[config.mk]
export PLATFORM = sky130hd
export DESIGN_NAME = fetch_unit
export DESIGN_NICKNAME = d
export VERILOG_FILES = /design/src/rtl/fetch_pkg.sv /design/src/rtl/fetch_unit.sv
export SDC_FILE = /design/constraint.sdc
export NUM_CORES = 1
export LEC_CHECK = 0
export CAP_MARGIN = 20
export CORE_AREA = 2 2 65 67
export DETAILED_ROUTE_END_ITERATION = 10
export DIE_AREA = 0 0 67 69
export GPL_ROUTABILITY_DRIVEN = 0
export PLACE_DENSITY = 0.89
export SYNTH_ARGS = -nofsm -noshare
export SYNTH_HDL_FRONTEND = slang
export SYNTH_SLANG_ARGS = --single-unit
[constraint.sdc]
create_clock -name clk -period 3.8 [get_ports clk]
set_input_delay 0.57 -clock clk [delete_from_list [all_inputs] [get_ports clk]]
set_output_delay 0.57 -clock clk [all_outputs]
set_load 0.01 [all_outputs]
[src/rtl/fetch_pkg.sv]
// Shared definitions for the instruction fetch unit: FSM state encoding and
// default datapath/timeout sizing.
package fetch_pkg;

  typedef enum logic [1:0] {
    ST_IDLE  = 2'd0,
    ST_REQ   = 2'd1,
    ST_VALID = 2'd2
  } fetch_state_e;

  localparam int FETCH_DW_DEFAULT      = 16;
  localparam int FETCH_TIMEOUT_DEFAULT = 255;

endpackage

[src/rtl/fetch_unit.sv]
// Instruction fetch unit: issues one memory read per start request, captures
// the returned word into the instruction register, pulses pc_inc once per
// completed fetch and holds the instruction until decode accepts it.
//
// Optional build macro FETCH_TIMEOUT_EN: adds an 8-bit wait counter that
// abandons a read after TIMEOUT cycles without mem_ready and raises a sticky
// fetch_err. Without the macro, REQ waits indefinitely and fetch_err is 0.
//
// Handshake: ir_valid/decode_ready is a valid/ready pair -- the instruction
// transfers on a rising clk edge where both are high; while ir_valid is high
// and decode_ready is low, ir_out is held stable. mem_req is a level request
// that stays high with a stable mem_addr until the edge where mem_ready=1 is
// sampled (or until flush/reset/timeout abandons it).
module fetch_unit
  import fetch_pkg::*;
#(
  parameter int DW      = FETCH_DW_DEFAULT,
  parameter int TIMEOUT = FETCH_TIMEOUT_DEFAULT
) (
  input  logic          clk,
  input  logic          rst,
  input  logic          start,
  input  logic          flush,
  input  logic [DW-1:0] pc_in,
  output logic [DW-1:0] mem_addr,
  output logic          mem_req,
  input  logic [DW-1:0] mem_rdata,
  input  logic          mem_ready,
  output logic          pc_inc,
  output logic [DW-1:0] ir_out,
  output logic          ir_valid,
  input  logic          decode_ready,
  output logic          busy,
  output logic          fetch_err,
  output logic [1:0]    dbg_state_o
);

  fetch_state_e  state_q;
  logic [DW-1:0] mem_addr_q;
  logic          mem_req_q;
  logic [DW-1:0] ir_out_q;
  logic          ir_valid_q;
  logic          pc_inc_q;

`ifdef FETCH_TIMEOUT_EN
  // Last count value before giving up; the abandon happens on the edge where
  // the counter has already seen TIMEOUT-1 idle REQ cycles.
  localparam logic [7:0] TMO_LAST = 8'(TIMEOUT - 1);
  logic [7:0] tmo_cnt_q;
  logic       fetch_err_q;
`endif

  // Fetch FSM with all outputs registered; flush and reset win over everything.
  always_ff @(posedge clk) begin
    if (rst) begin
      state_q    <= ST_IDLE;
      mem_addr_q <= '0;
      mem_req_q  <= 1'b0;
      ir_out_q   <= '0;
      ir_valid_q <= 1'b0;
      pc_inc_q   <= 1'b0;
`ifdef FETCH_TIMEOUT_EN
      tmo_cnt_q   <= '0;
      fetch_err_q <= 1'b0;
`endif
    end else begin
      // pc_inc is a single-cycle pulse unless re-armed below.
      pc_inc_q <= 1'b0;
      if (flush) begin
        state_q    <= ST_IDLE;
        mem_req_q  <= 1'b0;
        ir_valid_q <= 1'b0;
      end else begin
        case (state_q)
          ST_IDLE: begin
            if (start) begin
              state_q    <= ST_REQ;
              mem_addr_q <= pc_in;
              mem_req_q  <= 1'b1;
`ifdef FETCH_TIMEOUT_EN
              tmo_cnt_q   <= '0;
              fetch_err_q <= 1'b0;
`endif
            end
          end
          ST_REQ: begin
            if (mem_ready) begin
              state_q    <= ST_VALID;
              ir_out_q   <= mem_rdata;
              ir_valid_q <= 1'b1;
              pc_inc_q   <= 1'b1;
              mem_req_q  <= 1'b0;
            end
`ifdef FETCH_TIMEOUT_EN
            else if (tmo_cnt_q == TMO_LAST) begin
              state_q     <= ST_IDLE;
              mem_req_q   <= 1'b0;
              fetch_err_q <= 1'b1;
            end else begin
              tmo_cnt_q <= tmo_cnt_q + 8'd1;
            end
`endif
          end
          ST_VALID: begin
            if (decode_ready) begin
              ir_valid_q <= 1'b0;
              if (start) begin
                // Back-to-back: the PC register has already advanced.
                state_q    <= ST_REQ;
                mem_addr_q <= pc_in;
                mem_req_q  <= 1'b1;
`ifdef FETCH_TIMEOUT_EN
                tmo_cnt_q   <= '0;
                fetch_err_q <= 1'b0;
`endif
              end else begin
                state_q <= ST_IDLE;
              end
            end
          end
          default: begin
            state_q    <= ST_IDLE;
            mem_req_q  <= 1'b0;
            ir_valid_q <= 1'b0;
          end
        endcase
      end
    end
  end

  assign mem_addr    = mem_addr_q;
  assign mem_req     = mem_req_q;
  assign ir_out      = ir_out_q;
  assign ir_valid    = ir_valid_q;
  assign pc_inc      = pc_inc_q;
  assign busy        = (state_q != ST_IDLE);
  assign dbg_state_o = state_q;

`ifdef FETCH_TIMEOUT_EN
  assign fetch_err = fetch_err_q;
`else
  // No timeout hardware in this build; TIMEOUT only participates so the
  // parameter stays referenced.
  assign fetch_err = 1'b0 && (TIMEOUT > 0);
`endif

endmodule

Word-level counts from Yosys, hierarchy flattened. Cells that the tools add are included. W data, S select, Z words.

Memories kept: 0. Memory bits (writable): 0. Bits in latches: 0. Output and inout port bits: 39. Word-level logic and storage cells: 40. ROM bits: 0. Register bits: 37. Input bits: 38.

Shift operators: 0. Bitwise operators: 3. $mul: 0. Div/mod/pow operators: 0. Reductions and logical operators: 10. Add/subtract/negate cells: 0. Magnitude comparators: 0. Eq/ne operators: 5. Muxes and demuxes: 16.

Operators with widths (count): $mux W16 (2); $pmux W16 S2 (1); $reduce_and A3 Y1 (4); $mux W1 (7); $mux W2 (3); $ne A2 B2 Y1 const B (3); $pmux W1 S3 (2); $pmux W2 S3 (1); $reduce_bool A2 Y1 (2); $not A1 Y1 (3); $reduce_or A3 Y1 (1); $eq A2 B1 Y1 const B (1); $eq A2 B2 Y1 const B (1); $logic_not A2 Y1 (1); $reduce_and A2 Y1 (1); $reduce_or A2 Y1 (1).

Depth between registers and ports, before layout. Gate-level depths: netlist of the first run.

Word-level depth: 3. Gate-level depth with buffers: 5. Mapped depth without buffers: 3.

Least setup slack after synthesis of the first run. No wires, ideal clock.

Kind: input to register. From: input flush. To: register mem_addr_q[0] (netlist: mem_addr[0]). Cell stages on the path: 4. Arrival: 1.279 ns. Buffers on the path: 2. Data required time: 3.728 ns. Setup time: 0.072 ns. Slack: 2.449 ns. Cell sequence: nor4b_4 -> buf_6 -> buf_12 -> mux2i_1.

Longest elaborated chain between the ends: 2.

Ends and longest elaborated chain: start, declared (RTL line fetch_unit.sv:23) `input logic flush,`; $not A1 Y1 (no source line); $reduce_and A3 Y1 (no source line); end signal, assigned (RTL line fetch_unit.sv:78) `mem_addr_q <= pc_in;`; end signal, assigned (RTL line fetch_unit.sv:110) `mem_addr_q <= pc_in;`; end, declared (RTL line fetch_unit.sv:39) `logic [DW-1:0] mem_addr_q;`.

Every way passes these cells. A chain may end at the register's enable or synchronous reset.

Worst setup path after layout of the first run.
From: register state_q[0] (netlist: dbg_state_o[0]). To: output busy.

Longest elaborated chain between the ends: 1.

Ends and longest elaborated chain: start, declared (RTL line fetch_unit.sv:38) `fetch_state_e state_q;`; start signal, assigned (RTL line fetch_unit.sv:56) `state_q <= ST_IDLE;`; start signal, assigned (RTL line fetch_unit.sv:70) `state_q <= ST_IDLE;`; start signal, assigned (RTL line fetch_unit.sv:77) `state_q <= ST_REQ;`; $reduce_bool A2 Y1 (RTL line fetch_unit.sv:136) `assign busy = (state_q != ST_IDLE);`; end, declared (RTL line fetch_unit.sv:33) `output logic busy,`.

Every way passes these cells.

==> impl_metrics.env, run 1 <==
export IMPL_required_ns=3.23
export IMPL_antenna_left=0
export IMPL_fp_dieW_um=67
export IMPL_firstDrtPassIters=4
export IMPL_reg2reg_from="dbg_state_o[0]"
export IMPL_worstPathArrival_ns=1.51
export IMPL_p_leak_nw=0.8370
export IMPL_rows=23
export IMPL_layout_min_cycle_time_ns=2.081
export IMPL_start_util=0.4124
export IMPL_clock_sinks=37
export IMPL_vias_per_cell=4.596
export IMPL_clock_skew_ns=0.004758
export IMPL_ios=77
export IMPL_grt_pass1_vias=1297
export IMPL_grt_max_degree=37
export IMPL_finalMaxSlewViolations=0
export IMPL_drtIter0Drc=74
export IMPL_fin_setup_tns_ns=0
export IMPL_synth_compound_area_frac=0.09147
export IMPL_cts_tree="yes"
export IMPL_die_h_um=69
export IMPL_wire_per_inst_um=11.99
export IMPL_die_area_um2=4623
export IMPL_ctsResizeCount=0
export IMPL_yosys_register_bits=37
export IMPL_cts_path_max_buffers=2
export IMPL_grt_overflow=0
export IMPL_nets=275
export IMPL_min_delay_start="ir_out[1]"
export IMPL_holdBufCountCts=0
export IMPL_core_area_um2=3914
export IMPL_syn_avg_cell_area_um2=9.782
export IMPL_holdCritPathClass="flip-flop to flip-flop"
export IMPL_muxShareOfSynthArea=0.09922
export IMPL_area_growth_pct=50.47
export IMPL_drc_errors=0
export IMPL_io_buffers=75
export IMPL_hold_violations=0
export IMPL_cts_htree_levels=2
export IMPL_syn_inst=165
export IMPL_setup_ws_ns=1.719
export IMPL_slew_headroom=0.4103
export IMPL_dp_final_hpwl_mm=2.533
export IMPL_layout_commonest_cell="clkdlybuf4s50_1"
export IMPL_power_per_cell_area_nw_per_um2=326.9
export IMPL_synth_area_um2=1614
export IMPL_timing_final_crit_share=0.5477
export IMPL_ys_seq_area_frac=0.4589
export IMPL_startpoint_type="flip-flop"
export IMPL_antenna_found_initial=0
export IMPL_grt_use_total=0.1570
export IMPL_rsz0062_at_grt="no"
export IMPL_synth_adder_area_share=0
export IMPL_synth_top_family_by_area="simple AND/OR/NAND/NOR gates"
export IMPL_crit_start="dbg_state_o[0]"
export IMPL_yosys_warnings=0
export IMPL_critPathMaxFanout=11
export IMPL_yosys_area_share_simple=0.2860
export IMPL_synth_fp_nets=203
export IMPL_diodes=0
export IMPL_finalSetupViolations=0
export IMPL_via_count=1319
export IMPL_max_freq_mhz=480.5
export IMPL_status="finished clean"
export IMPL_wl_mm=3.441
export IMPL_drive_gt1_frac=0.1350
export IMPL_clkSlewWorstSetupHoldPaths_ns=0.06
export IMPL_setup_worst_path_end_class="output pin"
export IMPL_tightest_slew_ns=0.8817
export IMPL_grt_first_pass_wirelength_mm=5.706
export IMPL_path_class="flip-flop to output pin"
export IMPL_final_cell_mix="clkdlybuf4s50_1 (75), dfxtp_1 (37), nand2b_1 (33)"
export IMPL_cts_root_buffer_cell="clkbuf_8"
export IMPL_cts_buffers=5
export IMPL_ir_drop_uv=183.7
export IMPL_ys_types=22
export IMPL_drv_cap=0
export IMPL_dp_worst_setup_slack_ns=1.472
export IMPL_insertion_delay_ns=0.28
export IMPL_synthXorXnorAreaFrac=0
export IMPL_post_cts_setup_buffers=0
## critical path, stage by stage, from the launching register on
cell and delay [ns]:
dfxtp_1 0.53, or2_2 0.18, clkdlybuf4s50_1 0.53
## state kept, by name, summed over array words and instances (netlist names)
name / cells
ir_out: 16
mem_addr: 16
dbg_state_o: 2
ir_valid: 1
mem_req: 1
pc_inc: 1
## layer usage
layer / GRT usage / routed length (um)
met1: 0.1853 / 1472
met2: 0.2552 / 1605
met3: 0.07015 / 347
met4: 0.04082 / 15
met5: 0 / 0
## logic make-up after synthesis
group	count (synthesis)
other	1
multiplexers	16
AO/OA/AOI/OAI	22
buffers and inverters	12
AND/OR/NAND/NOR	77
flip-flops	37
## per-stage QoR
step / hold slack [ns] / power, W / area (um^2) / cells / utilization
2_1_floorplan: 0.4781 / 0.0004672 / 1614 / 165 / -
3_3_place_gp: 0.4414 / 0.0005346 / 2342 / 280 / 0.5985
3_5_place_dp: 0.4508 / 0.0005355 / 2342 / 280 / 0.5985
4_1_cts: 0.4599 / 0.0008043 / 2429 / 287 / 0.6205
5_1_grt: 0.4767 / 0.0008278 / 2429 / 287 / 0.6205
6_report: 0.4588 / 0.0007939 / 2429 / 287 / 0.6205
## cell usage after synthesis
library cell | number | area (um^2)
a21oi_1 | 10 | 50.05
a21oi_2 | 10 | 87.58
and4bb_1 | 1 | 12.51
buf_12 | 2 | 40.04
buf_2 | 3 | 15.01
buf_4 | 1 | 7.510
buf_6 | 2 | 22.52
clkbuf_1 | 4 | 15.01
conb_1 | 1 | 3.750
dfxtp_1 | 37 | 740.7
mux2i_1 | 16 | 160.2
nand2_1 | 24 | 90.09
nand2_2 | 10 | 62.56
nand2b_1 | 33 | 206.5
nand3b_1 | 1 | 7.510
nand4bb_1 | 1 | 11.26
nor2_1 | 1 | 3.750
nor2b_4 | 1 | 13.76
nor4b_4 | 1 | 23.77
o21ai_0 | 2 | 10.01
or2_2 | 2 | 12.51
or3b_1 | 2 | 17.52
## worst paths after layout
path	end	slack [ns]	depth (start not counted)
worst max-delay path	busy	1.72	2
worst min-delay path	ir_out[1]	0.46	2
worst max register to register	ir_out[3]	2.10	3
worst min register to register	ir_out[1]	0.46	2
## cell type report
cell class / count / area (um^2)
Tap cell: 50 / 62.56
Timing Repair Buffer: 77 / 765.7
Fill cell: 350 / 1485
Sequential cell: 37 / 740.7
Clock buffer: 7 / 86.33
Multi-Input combinational cell: 116 / 773.2
## power by group
group          switching, W  internal [W]
clock network      0.000124      0.000144
registers        0.00000767      0.000400
logic             0.0000423     0.0000759
No activity file was read; power rests on OpenSTA's default activity.
==> inputs of run 2 (changes only) <==
- CORE_AREA: 2 2 65 67 -> 2 2 70 72
- DIE_AREA: 0 0 67 69 -> 0 0 72 74
- PLACE_DENSITY: 0.89 -> 0.82
- clock period: 3.8 -> 1.85 ns (I/O delays scaled with it)
==> impl_metrics.env, run 2 (same netlist as run 1, synthesis figures left out) <==
export IMPL_ctsResizeCount=0
export IMPL_whs_endpoint="ir_out[0]"
export IMPL_fin_setup_tns_ns=0
export IMPL_path_cells="or2_2, clkdlybuf4s50_1"
export IMPL_start_util=0.3510
export IMPL_grt_first_pass_wirelength_mm=5.595
export IMPL_path_class="flip-flop to output pin"
export IMPL_reg2regPathDepth=4
export IMPL_clock_skew_ns=0.006777
export IMPL_grt_overflow=0
export IMPL_critPathMaxFanout=9
export IMPL_path_delay_family="buffers and inverters"
export IMPL_cts_root_buffer_cell="clkbuf_8"
export IMPL_final_cell_mix="clkdlybuf4s50_1 (75), dfxtp_1 (37), nand2b_1 (33)"
export IMPL_dp_final_hpwl_mm=2.491
export IMPL_min_delay_start="ir_out[0]"
export IMPL_nets=279
export IMPL_grt_pass1_vias=1286
export IMPL_worstPathArrival_ns=1.41
export IMPL_rows=25
export IMPL_reg2reg_slack_ns=0.55
export IMPL_die_h_um=74
export IMPL_insertion_delay_ns=0.28
export IMPL_diodes=0
export IMPL_layout_commonest_cell="clkdlybuf4s50_1"
export IMPL_io_buffers=75
export IMPL_die_area_um2=5328
export IMPL_layout_min_cycle_time_ns=1.690
export IMPL_worst_path_largest_cell_delay_ns=0.48
export IMPL_drive_gt1_frac=0.1570
export IMPL_via_count=1340
export IMPL_cp_slowest_cell="clkdlybuf4s50_1"
export IMPL_vias_per_cell=4.527
export IMPL_final_core_utilization=0.5516
export IMPL_drtIter0Drc=44
export IMPL_antenna_found_initial=0
export IMPL_wl_mm=3.400
export IMPL_wire_per_inst_um=11.49
export IMPL_holdCritPathClass="flip-flop to flip-flop"
export IMPL_hold_violations=0
export IMPL_post_cts_setup_buffers=0
export IMPL_reg2reg_from="dbg_state_o[0]"
export IMPL_fp_dieW_um=72
export IMPL_holdBufCountCts=0
export IMPL_cts_buffers=5
export IMPL_drc_errors=0
export IMPL_hold_depth=2
export IMPL_path_buf_inv=1
export IMPL_firstDrtPassIters=3
export IMPL_cts_htree_levels=2
export IMPL_grt_max_degree=33
export IMPL_clock_sinks=37
export IMPL_clkSlewWorstSetupHoldPaths_ns=0.07
export IMPL_rsz0062_at_grt="no"
export IMPL_core_area_um2=4598
export IMPL_required_ns=1.57
export IMPL_drv_cap=0
export IMPL_p_leak_nw=0.8868
export IMPL_max_freq_mhz=591.8
export IMPL_cts_path_max_buffers=2
export IMPL_status="finished clean"
export IMPL_grt_use_total=0.1322
export IMPL_timing_final_crit_share=0.9133
export IMPL_antenna_left=0
export IMPL_ir_drop_uv=370.6
export IMPL_cts_tree="yes"
export IMPL_area_growth_pct=57.13
export IMPL_ios=77
export IMPL_setup_worst_path_end_class="output pin"
export IMPL_r2r_end="mem_addr[10]"
export IMPL_startpoint_type="flip-flop"
export IMPL_power_per_cell_area_nw_per_um2=750.0
export IMPL_finalMaxSlewViolations=0
export IMPL_finalSetupViolations=0
run 2: changes by cell type in the layout (fill, tap and decap cells not counted):
cell,previous run,this run
clkbuf_8,6,5
clkinv_2,0,1
bufinv_16,0,2
clkbuf_1,1,0
buf_4,2,4
buf_12,0,2
run 2: layout make-up:
cell class / count / area, um^2
flip-flops and latches: 37 / 740.7
repair buffers: 81 / 820.8
clock buffers: 5 / 68.82
well taps: 54 / 67.56
multi-input cells: 116 / 773.2
fillers: 425 / 2062
clock inverters: 3 / 65.06
run 2: per-layer routing:
layer	vias up	track usage	share of wire
met5	-	0	0
met2	49	0.2335	0.49
li1	683	-	-
met3	4	0.04065	0.083
met4	0	0.05031	0.0088
met1	604	0.1510	0.41
run 2: worst register-to-register path, cell delays in order, from the launching register on:
cell	delay, ns
dfxtp_1	0.32
buf_4	0.17
nor4b_4	0.34
buf_12	0.21
mux2i_1	0.20
run 2: per-stage QoR:
stage | total power, W | instances | worst slack [ns] | hold slack [ns] | instance area [um^2]
floorplan | 0.0009597 | 165 | 0.5936 | 0.4044 | 1614
global placement | 0.001106 | 288 | 0.2611 | 0.4428 | 2402
detailed placement | 0.001108 | 288 | 0.2093 | 0.4461 | 2402
CTS | 0.001935 | 296 | 0.1424 | 0.4557 | 2536
global route | 0.001977 | 296 | 0.1124 | 0.4808 | 2536
finish | 0.001902 | 296 | 0.1603 | 0.4519 | 2536
run 2: worst max-delay path by stage:
stage,start,to,slack (ns),depth (start not counted)
after global placement,decode_ready,mem_addr[0],0.26,5
after global routing,dbg_state_o[1],busy,0.11,2
after CTS,dbg_state_o[1],busy,0.14,2
final,dbg_state_o[1],busy,0.16,2
after detailed placement,decode_ready,mem_addr[12],0.21,5
after floorplan,dbg_state_o[1],mem_addr[0],0.59,5
run 2: where the power goes:
part           internal (W)  switching (W)  leakage [nW]
combinational      0.000163      0.0000902         0.518
clock              0.000536       0.000279        0.0681
sequential         0.000822      0.0000134         0.301
